File: config.mk
export PLATFORM = sky130hd
export DESIGN_NAME = stage_if
export DESIGN_NICKNAME = d
export VERILOG_FILES = /design/src/rtl/stage_if_pkg.sv /design/src/rtl/if_sat_counter.sv /design/src/rtl/stage_if.sv
export SDC_FILE = /design/constraint.sdc
export NUM_CORES = 1
export LEC_CHECK = 0
export ABC_AREA = 1
export CAP_MARGIN = 30
export CORE_MARGIN = 2
export CORE_UTILIZATION = 35
export DETAILED_ROUTE_END_ITERATION = 8
export DONT_BUFFER_PORTS = 1
export SLEW_MARGIN = 20
export SYNTH_ARGS = -nofsm -noshare
export SYNTH_HDL_FRONTEND = slang
export SYNTH_SLANG_ARGS = --single-unit
File: constraint.sdc
create_clock -name clock -period 2 [get_ports clock]
set_clock_uncertainty 0.15 [all_clocks]
set_input_delay 0.4 -clock clock [delete_from_list [all_inputs] [get_ports clock]]
set_output_delay 0.4 -clock clock [all_outputs]
set_load 0.1 [all_outputs]
File: src/rtl/stage_if_pkg.sv
// Shared constants and helpers for the IF stage (next-PC select codes, NOP, reset PC).
// Optional build macro used by the stage: IF_FLUSH_EN (no-delay-slot mode).
package stage_if_pkg;

    localparam logic [1:0]  PC_SEL_SEQ = 2'b00;
    localparam logic [1:0]  PC_SEL_BR  = 2'b01;
    localparam logic [1:0]  PC_SEL_JR  = 2'b10;
    localparam logic [1:0]  PC_SEL_J   = 2'b11;

    localparam logic [31:0] INSTR_NOP        = 32'h0000_0000;
    localparam logic [31:0] RESET_PC_DEFAULT = 32'h0000_0000;

    // Register-indirect jump target: word-aligned by dropping the low two bits.
    function automatic logic [31:0] jr_target(input logic [31:0] rs_val);
        return {rs_val[31:2], 2'b00};
    endfunction

    function automatic logic jr_misaligned(input logic [31:0] rs_val);
        return (rs_val[1:0] != 2'b00);
    endfunction

endpackage

File: src/rtl/if_sat_counter.sv
// Saturating up-counter used for the IF-stage performance counters.
module if_sat_counter #(
    parameter int CNT_W = 32
) (
    input  logic             clock,
    input  logic             reset_0,
    input  logic             inc,
    output logic [CNT_W-1:0] count
);

    logic [CNT_W-1:0] r_count;
    logic             w_full;

    assign w_full = &r_count;

    always_ff @(posedge clock) begin
        if (reset_0) begin
            r_count <= '0;
        end else if (inc && !w_full) begin
            r_count <= r_count + 1'b1;
        end
    end

    assign count = r_count;

endmodule

File: src/rtl/stage_if.sv
// IF stage: PC register, next-PC selection, IF/ID pipeline register and perf counters.
// Build macro IF_FLUSH_EN: squash the delay-slot instruction on any redirect.
module stage_if
    import stage_if_pkg::*;
#(
    parameter logic [31:0] RESET_PC = RESET_PC_DEFAULT,
    parameter int          CNT_W    = 32
) (
    input  logic             clock,
    input  logic             reset_0,
    input  logic             stall,
    input  logic [1:0]       pc_select,
    input  logic [31:0]      pc_b,
    input  logic [31:0]      pc_j,
    input  logic [31:0]      a_id,
    input  logic [31:0]      imem_data,
    output logic [31:0]      imem_addr,
    output logic [31:0]      pc4_id,
    output logic [31:0]      instr_id,
    output logic [CNT_W-1:0] fetch_cnt,
    output logic [CNT_W-1:0] stall_cnt,
    output logic             pc_misalign
);

    logic [31:0] r_pc;
    logic [31:0] r_pc4_id;
    logic [31:0] r_instr_id;
    logic        r_misalign;

    logic [31:0] w_pc4;
    logic [31:0] w_next_pc;
    logic [31:0] w_if_instr;
    logic        w_redirect;
    logic        w_fetch_inc;

    assign w_pc4      = r_pc + 32'd4;
    assign w_redirect = (pc_select != PC_SEL_SEQ);

    always_comb begin
        w_next_pc = w_pc4;
        case (pc_select)
            PC_SEL_SEQ: w_next_pc = w_pc4;
            PC_SEL_BR:  w_next_pc = pc_b;
            PC_SEL_JR:  w_next_pc = jr_target(a_id);
            PC_SEL_J:   w_next_pc = pc_j;
            default:    w_next_pc = w_pc4;
        endcase
    end

`ifdef IF_FLUSH_EN
    // The slot behind a taken redirect becomes a bubble and is not counted as a fetch.
    assign w_if_instr  = w_redirect ? INSTR_NOP : imem_data;
    assign w_fetch_inc = !stall && !w_redirect;
`else
    assign w_if_instr  = imem_data;
    assign w_fetch_inc = !stall;
`endif

    // During a stall the ID operands are stale, so pc_select is deliberately ignored.
    always_ff @(posedge clock) begin
        if (reset_0) begin
            r_pc       <= RESET_PC;
            r_pc4_id   <= 32'd0;
            r_instr_id <= INSTR_NOP;
        end else if (!stall) begin
            r_pc       <= w_next_pc;
            r_pc4_id   <= w_pc4;
            r_instr_id <= w_if_instr;
        end
    end

    always_ff @(posedge clock) begin
        if (reset_0) begin
            r_misalign <= 1'b0;
        end else if (!stall && pc_select == PC_SEL_JR && jr_misaligned(a_id)) begin
            r_misalign <= 1'b1;
        end
    end

    if_sat_counter #(.CNT_W(CNT_W)) u_fetch_cnt (
        .clock   (clock),
        .reset_0 (reset_0),
        .inc     (w_fetch_inc),
        .count   (fetch_cnt)
    );

    if_sat_counter #(.CNT_W(CNT_W)) u_stall_cnt (
        .clock   (clock),
        .reset_0 (reset_0),
        .inc     (stall),
        .count   (stall_cnt)
    );

    assign imem_addr   = r_pc;
    assign pc4_id      = r_pc4_id;
    assign instr_id    = r_instr_id;
    assign pc_misalign = r_misalign;

    // Redirect is only observable through w_next_pc in delay-slot builds.
    logic w_unused;
    assign w_unused = w_redirect;

endmodule

# == Word level (Yosys, flattened, before mapping) ==
# Index checks and enable logic that the tools add are counted.
# word_totals
reg_bits,161
wordCells,24
inputBits,133
# classes
n_mux,1
addsub,3
eq_ne,3
n_reduce_logical,11
# op_table
operator,n
$pmux W32 S4,1
$add A32 B1 Y32 const B,2
$reduce_and A32 Y1,2
$add A32 B3 Y32 const B,1
$eq A2 B2 Y1 const B,2
$logic_and A1 B1 Y1,4
$logic_not A1 Y1,3
$eq A2 B1 Y1 const B,1
$logic_not A2 Y1,1
$reduce_bool A2 Y1,1

# == Depth between registers and ports, before layout ==
# Gate-level depths: netlist (run 1).
# depth
word_depth,3
mapped_depth,11
mapped_depth_nobuf,10

# == Hierarchy ==
# From an unflattened synthesis (run 1), not the netlist that was laid out.
# hier_totals
cells_unflattened,1434
hier_area_um2,9071.2
# by_module_without_submodules
module,cells_each,n_inst,area_per_inst_um2,seq_area_each_um2
stage_if,794,1,5102.4,1941.9
if_sat_counter,320,2,1984.4,640.6

# == Least setup slack after synthesis (run 1) ==
# OpenSTA, ideal clock, no wires.
# synth_timing
path_type,reg-to-reg
start,register u_fetch_cnt.r_count[0] (netlist: u_fetch_cnt.count[0])
end,register u_fetch_cnt.r_count[0] (netlist: u_fetch_cnt.count[0])
setup_ns,0.117
setup_slack_ns,-0.657
period_less_slack_ns,2.657
arrival_time_ns,2.390
stages_incl_launch_ff,12
path_cell_list,dfxtp_1 ha_1 inv_1 nor2_4 nand2_2 nor2_4 nand2_4 nand2_4 inv_2 buf_2 nor2_1 nor2_1
# synth_via
elab_chain_cells,3
# synth_rtl
element,line_no,source
start: declaration,if_sat_counter.sv:11,logic [CNT_W-1:0] r_count;
start signal: assignment,if_sat_counter.sv:20,r_count <= r_count + 1'b1;
branches (longest 3 deep; another with $add A32 B1 Y32),--,
# Parallel ways; which one is timed is not known.
# A chain may end at the register's enable or synchronous reset.

# == Final worst setup path (run 1) ==
# layout_timing
start,register r_pc[4] (netlist: imem_addr[4])
end,register r_pc[4] (netlist: imem_addr[4])
# layout_via
elab_chain_cells,2
# layout_rtl
element,line_no,source
start: declaration,stage_if.sv:25,logic [31:0] r_pc;
start signal: assignment,stage_if.sv:66,r_pc <= w_next_pc;
$add A32 B3 Y32,stage_if.sv:36,assign w_pc4 = r_pc + 32'd4;
$pmux W32 S4,stage_if.sv:41,case (pc_select)
# No other way between the ends.

==> reports/summary.txt, run 1 <==
peak per-stage delay on the critical path: 0.54 ns
count of maximum capacitance violations: 0
ranking of synthesized cells by area: dfxtp_1, nand2_1, nor2_1
pin count of the biggest net entering global routing: 95
register clock-pin slew on the reported worst setup and hold paths: 0.07 ns
family of cells with the greatest summed delay on the critical path: buffers and inverters
die extent in y: 166.0 um
share of the clock period used by the worst path after layout: 95.14%
Routed wire per std cell: 16.13 um
area of the die: 27,560 um2
most frequent cell after synthesis: nand2_1
fin crit period: 1.903 ns
DPL Wire Length: 24,410 um
combined buffer and inverter count along the critical path: 2
clock network latency to the later pin of the worst-skew pair: 0.43 ns
Post-route DRC: 0
area fraction of the dominant cell type after synthesis: 35.09%
data arrival at the endpoint of the critical path: 2.06 ns
count of flip-flops with a built-in enable after synthesis: 0
clock buffer count from CTS: 17
final layout net count: 1,835
fraction of synthesized area in multiplexers: 0%
number of instances in the synthesized netlist: 1,488
sequential share of the synthesized area: 35.09%
number of antenna-violating nets in the routed design: 0
final-layout worst hold slack: -0.08987 ns
worst hold start: reset_0
clock tree from TritonCTS: done
Final GP Congestion: 0.9043
compound-cell area share of the yosys netlist: 12.63%
asr flop ratio synth: 0%
flops & latches, synth: 161
Netlist Area Pre-Place: 9186 um2
syn avg cell area: 6.174 um2
DR iter-0 viols: 686
clock root buffer: clkbuf_16
max-slew violation total from the final report: 0
Cell Rows: 59
Critical Path, Cell by Cell: buf_6 > a21oi_1 > o21ai_0 > nand2_1 > nand2_1 > a21oi_1 > dlygate4sd3_1
Synth cell types: 30
FF-to-FF setup slack: 0.1 ns
Avg Vias per Cell: 4.958
Post-Synth XOR/XNOR Area: 3.718%
main flop type after synthesis: dfxtp_1
number of placed instances, taps included: 1,951
most common library cells after synthesis: nand2_1, nor2_1, dfxtp_1, inv_1, o21ai_0
placeable core area: 25,910 um2
combinational family with the most area after synthesis: simple AND/OR/NAND/NOR gates
wirelength, routed: 33,080 um
# H-tree levels: 4
hold-fix buffers at CTS: 61
I/O pin total: 294
Min-Delay Path Class: in -> reg
length in cells of the worst reg-to-reg path: 7
non-filler cells in the finished layout: 2,050
Ys Warns: 0
category of the worst setup path launch point: flip-flop
startpoint of the worst register-to-register path: imem_addr[4]
Synthesized Nets: 1,624
first-pass iteration count of the detailed router: 5
leakage dissipation: 5.260 nW
worst setup path category: reg -> reg
number of global-route vias before repair: 9,764
fraction of the mapped netlist area in adder cells: 0.4086%
hold-critical path endpoint: u_fetch_cnt.count[9]
Least-Margin Pin Slew: 0.8729 ns
hold violation count in the final report: 54
remaining max-slew budget at the tightest pin: 41.62%
layout cell share with drive strength beyond 1: 22.14%
Clock Sinks: 161
WP data required: 2.16 ns
max frequency: 0.5255 GHz
critical path capture point type: flip-flop
global-route wire length before repair: 52,320 um
post-layout power: 8.832 mW
violations in the final reports: hold timing
total congestion overflow: 0
Horiz. Die Dim: 166.0 um
Syn-to-layout area delta: 33.91%
Overall Global Routing Usage: 23.66%
worst vdd ir: 0.4901 mV
cell depth of the worst hold path: 1
setup-violating endpoint count in the final report: 0
initial antenna violation count: 5
result of the run: finished with violations
Simple-Gate Fraction of Synth Area: 39.35%
endpoint of the most critical register-to-register path: imem_addr[4]
CTS max path bufs: 2
count of buffers inserted at the top-level ports: 0
cell type contributing the most total cell area after synthesis: dfxtp_1
critical path fanouts, max: 4
via count: 10,160
Initial Util: 35.45%
PwrDens: 718.0 nW/um2
Slowest cell on crit path: dlygate4sd3_1
==> power breakdown <==
group,internal (mW),switching (mW),total (mW)
Clock,1.73,1.58,3.32
Sequential,3.30,0.0954,3.40
Combinational,0.498,1.61,2.11
==> routing by layer <==
layer  share of wire, %  global-route usage, %  up-vias
li1                   -                      -     5117
met4                3.6                  9.981        4
met3                7.2                  5.910       63
met5               0.10                      0        -
met1                 42                  28.98     4635
met2                 47                  39.60      345
==> cells in the final DEF, fill, tap and decap left out, types with 2 or more instances in the layout <==
cell,synthesis,final
buf_12,3,6
diode_2,0,3
a31oi_1,18,18
buf_6,0,3
nand2_2,23,24
inv_6,0,6
dfxtp_1,161,70
nand3_1,90,90
nor3_1,5,5
xnor2_1,15,15
nand3b_1,8,8
buf_4,4,179
inv_8,0,4
a21oi_1,75,75
clkinv_2,0,2
xor2_1,24,24
o21ai_0,93,93
dfxtp_2,0,45
nor2_1,276,272
a21oi_2,20,20
dlygate4sd3_1,0,61
nand2_1,454,453
dfxtp_4,0,46
clkbuf_16,0,18
ha_4,0,2
inv_1,133,132
nand4_1,10,10
o211ai_1,2,2
nor2_4,5,5
clkinvlp_4,0,2
nor2_2,2,6
inv_2,4,2
inv_4,0,2
nand2_4,5,5
==> how the worst max path moves through the flow <==
stage	slack, ns	cells after the start	startpoint	end
2_1_floorplan	0.0002	10	u_fetch_cnt.count[30]	u_fetch_cnt.count[30]
3_3_place_gp	0.12	10	imem_addr[3]	imem_addr[20]
3_5_place_dp	0.04	10	imem_addr[3]	imem_addr[28]
4_1_cts	0.02	7	imem_addr[4]	imem_addr[4]
5_1_grt	-0.007	11	u_fetch_cnt.count[1]	u_fetch_cnt.count[0]
6_report	0.1	7	imem_addr[4]	imem_addr[4]
==> layout make-up <==
cell class,instances,area [um2]
clock buffer,18,450.4
sequential,161,3452
timing repair buffer,250,2123
fill,2697,13610
clock inverter,14,133.9
antenna,3,7.507
tap,335,419.2
multi-input combinational,1131,5191
inverter,138,524.3
==> flip-flops by register name, summed over array words and instances (netlist names) <==
| name | cells |
|---|---|
| pc4_id | 32 |
| instr_id | 32 |
| u_stall_cnt.count | 32 |
| pc_misalign | 1 |
| u_fetch_cnt.count | 32 |
| imem_addr | 32 |
==> cells by family after synthesis <==
logic type,Yosys count
AOI/OAI and AO/OA,210
xor gates and xnor gates,39
adders and majority gates,3
buffers and inverters,196
DFF,161
and+or+nand+nor,879
==> metrics by stage <==
stage / util (%) / worst slack (ns) / cell area (um2) / TNS (ns)
after detailed placement: 42.63 / 0.03856 / 11050 / 0
after global routing: 47.48 / -0.006910 / 12300 / -0.01312
after CTS: 47.24 / 0.01625 / 12240 / 0
final: 47.48 / 0.09722 / 12300 / 0
after floorplan: - / 0.0002454 / 9440 / 0
after global placement: 42.63 / 0.1168 / 11050 / 0
==> what timing repair did <==
action	4_1_cts	5_1_grt
hold endpoints to repair	118	55
resized for setup	0	11
setup buffers	0	3
setup endpoints to repair	0	32
Note: power is estimated with default switching activity, not from simulation.
==> run 2, diff against run 1 <==
--- a/config.mk
+++ b/config.mk
@@ -8,9 +8,9 @@
 export ABC_AREA = 1
 export CAP_MARGIN = 30
 export CORE_MARGIN = 2
-export CORE_UTILIZATION = 35
+export CORE_UTILIZATION = 43
 export DETAILED_ROUTE_END_ITERATION = 8
-export DONT_BUFFER_PORTS = 1
+export PLACE_DENSITY = 0.78
 export SLEW_MARGIN = 20
 export SYNTH_ARGS = -nofsm -noshare
 export SYNTH_HDL_FRONTEND = slang
==> run 2 against run 1 <==
Compared with the run above: die area down 18%; sequential share of layout area down 5.3 points; clock power about the same; count of clock-buffer cells in the layout down 1; via count up 9.0%; register-to-register slack worse by 0.02 ns; first-iteration DRC count up 26%; worst hold slack better by 0.31 ns; largest power group unchanged; power up 7.5%; the flow now finishes without violations.
==> reports/summary.txt, run 2 (synthesized netlist as in run 1, its figures left out) <==
result of the run: completed
die extent in y: 150.2 um
max frequency: 0.5201 GHz
worst vdd ir: 0.5538 mV
Min-Delay Path Class: in -> reg
category of the worst setup path launch point: flip-flop
max-slew violation total from the final report: 0
register clock-pin slew on the reported worst setup and hold paths: 0.07 ns
remaining max-slew budget at the tightest pin: 64.96%
critical path capture point type: flip-flop
critical path fanouts, max: 14
data arrival at the endpoint of the critical path: 2.12 ns
cell depth of the worst hold path: 4
clock network fraction of design power: 34.8%
Horiz. Die Dim: 150.2 um
PwrDens: 625.9 nW/um2
leakage dissipation: 6.130 nW
via count: 11,080
summed area of non-filler cells in the final layout: 15,160 um2
RSZ-0062 raised after global routing: yes
Final GP Congestion: 0.9718
Overall Global Routing Usage: 30.32%
fin crit period: 1.923 ns
Least-Margin Pin Slew: 0.5256 ns
met1 layer wirelength in the final routing: 12,590 um
# H-tree levels: 4
Routed wire per std cell: 16.37 um
Clock Sinks: 161
post-layout power: 9.491 mW
Syn-to-layout area delta: 65.08%
switching power of the nets: 3.500 mW
Initial Util: 43.70%
global-route wire length before repair: 54,040 um
hold-fix buffers at CTS: 0
hold violation count in the final report: 0
commonest non-fill, non-tap cell in the layout: nand2_1
utilization of the core after routing: 72.14%
net switching fraction of the power: 36.88%
portion of total power attributed to sequential cells: 37.1%
initial antenna violation count: 4
cell-internal power: 5.991 mW
count of maximum capacitance violations: 0
area of the die: 22,550 um2
length in cells of the worst reg-to-reg path: 10
worst setup path category: reg -> reg
Post-route DRC: 0
clock network latency to the later pin of the worst-skew pair: 0.43 ns
highest metal layer with signal wires: met5
placeable core area: 21,020 um2
Cell Rows: 53
total congestion overflow: 0
WP data required: 2.19 ns
total negative slack for setup checks: 0 ns
number of global-route vias before repair: 10,670
clock tree from TritonCTS: done
setup-violating endpoint count in the final report: 0
wirelength, routed: 34,190 um
post-detailed-placement cell area: 14,530 um2
number of fill cells: 1,624
Avg Vias per Cell: 5.303
DR iter-0 viols: 866
DPL Wire Length: 26,110 um
routed wl met2: 16,670 um
clock buffer count from CTS: 17
final layout net count: 1,934
share of the clock period used by the worst path after layout: 96.13%
I/O pin total: 294
most frequent cells in the layout: nand2_1, nor2_1, buf_12
pin count of the biggest net entering global routing: 94
number of antenna-violating nets in the routed design: 0
layout cell share with drive strength beyond 1: 22.69%
metal3 WL: 3192 um
first-pass iteration count of the detailed router: 6
count of buffers inserted at the top-level ports: 293
clock root buffer: clkbuf_16
Comb pwr share: 28.1%
CTS max path bufs: 2
## run 2: cell count changes in the layout (fill, tap and decap cells not counted), sizes merged
cell           previous run  this run
inv                     146       143
buf                     189       219
dlygate4sd3              61         0
clkdlybuf4s50             0       130
clkbuf                   18        17
clkinv                    4         8
## run 2: worst max-delay path: stages (launching register included)
cell	delay, ns
dfxtp_4	0.39
ha_4	0.15
inv_1	0.07
nor2_4	0.12
nand2_4	0.08
nor2_4	0.19
nand2_4	0.11
nand2_4	0.15
buf_6	0.20
nand2_1	0.06
a21oi_1	0.15
## run 2: path summary, 6_finish.rpt
check | startpoint | to | slack (ns)
hold reg to reg | pc_misalign | pc_misalign | 0.35
setup reg to reg | u_stall_cnt.count[0] | u_stall_cnt.count[4] | 0.08
hold / removal | reset_0 | pc4_id[18] | 0.22
setup / recovery | u_stall_cnt.count[0] | u_stall_cnt.count[4] | 0.08
## run 2: layer usage
layer	global-route usage, %	vias to the layer above
li1	-	5323
met1	34.70	4995
met2	51.96	609
met3	8.152	148
met4	15.42	2
met5	0	-
## run 2: power by group through the flow
stage | logic [mW] | registers (mW) | clock network, mW
2_1_floorplan | 0.524 | 4.52 | 0
3_3_place_gp | 2.62 | 3.59 | 0
3_5_place_dp | 2.65 | 3.59 | 0
4_1_cts | 2.66 | 3.52 | 3.32
5_1_grt | 2.78 | 3.54 | 3.45
6_report | 2.66 | 3.52 | 3.30
## run 2: layout make-up
class	count	area (um2)	area share, %
Multi-Input combinational cell	1131	5201	34.30
Timing Repair Buffer	349	5044	33.26
Sequential cell	161	3452	22.76
Inverter	138	524.3	3.457
Clock buffer	17	425.4	2.805
Tap cell	275	344.1	2.269
Clock inverter	15	166.4	1.097
Antenna cell	3	7.507	0.04951
## run 2: timing repair
item	in CTS	in global routing
endpoints found under the setup margin	2	73
buffers inserted	0	0
gates resized for setup	1	11
## run 2: through the flow
stage	hold slack [ns]	setup WS, ns	std cells
after floorplan	0.3309	0.0002454	1488
after global placement	0.3405	-0.08310	2054
after detailed placement	0.3419	-0.1482	2054
after CTS	0.2088	0.02076	2086
after global routing	0.2277	-0.001924	2089
final	0.2224	0.07744	2089
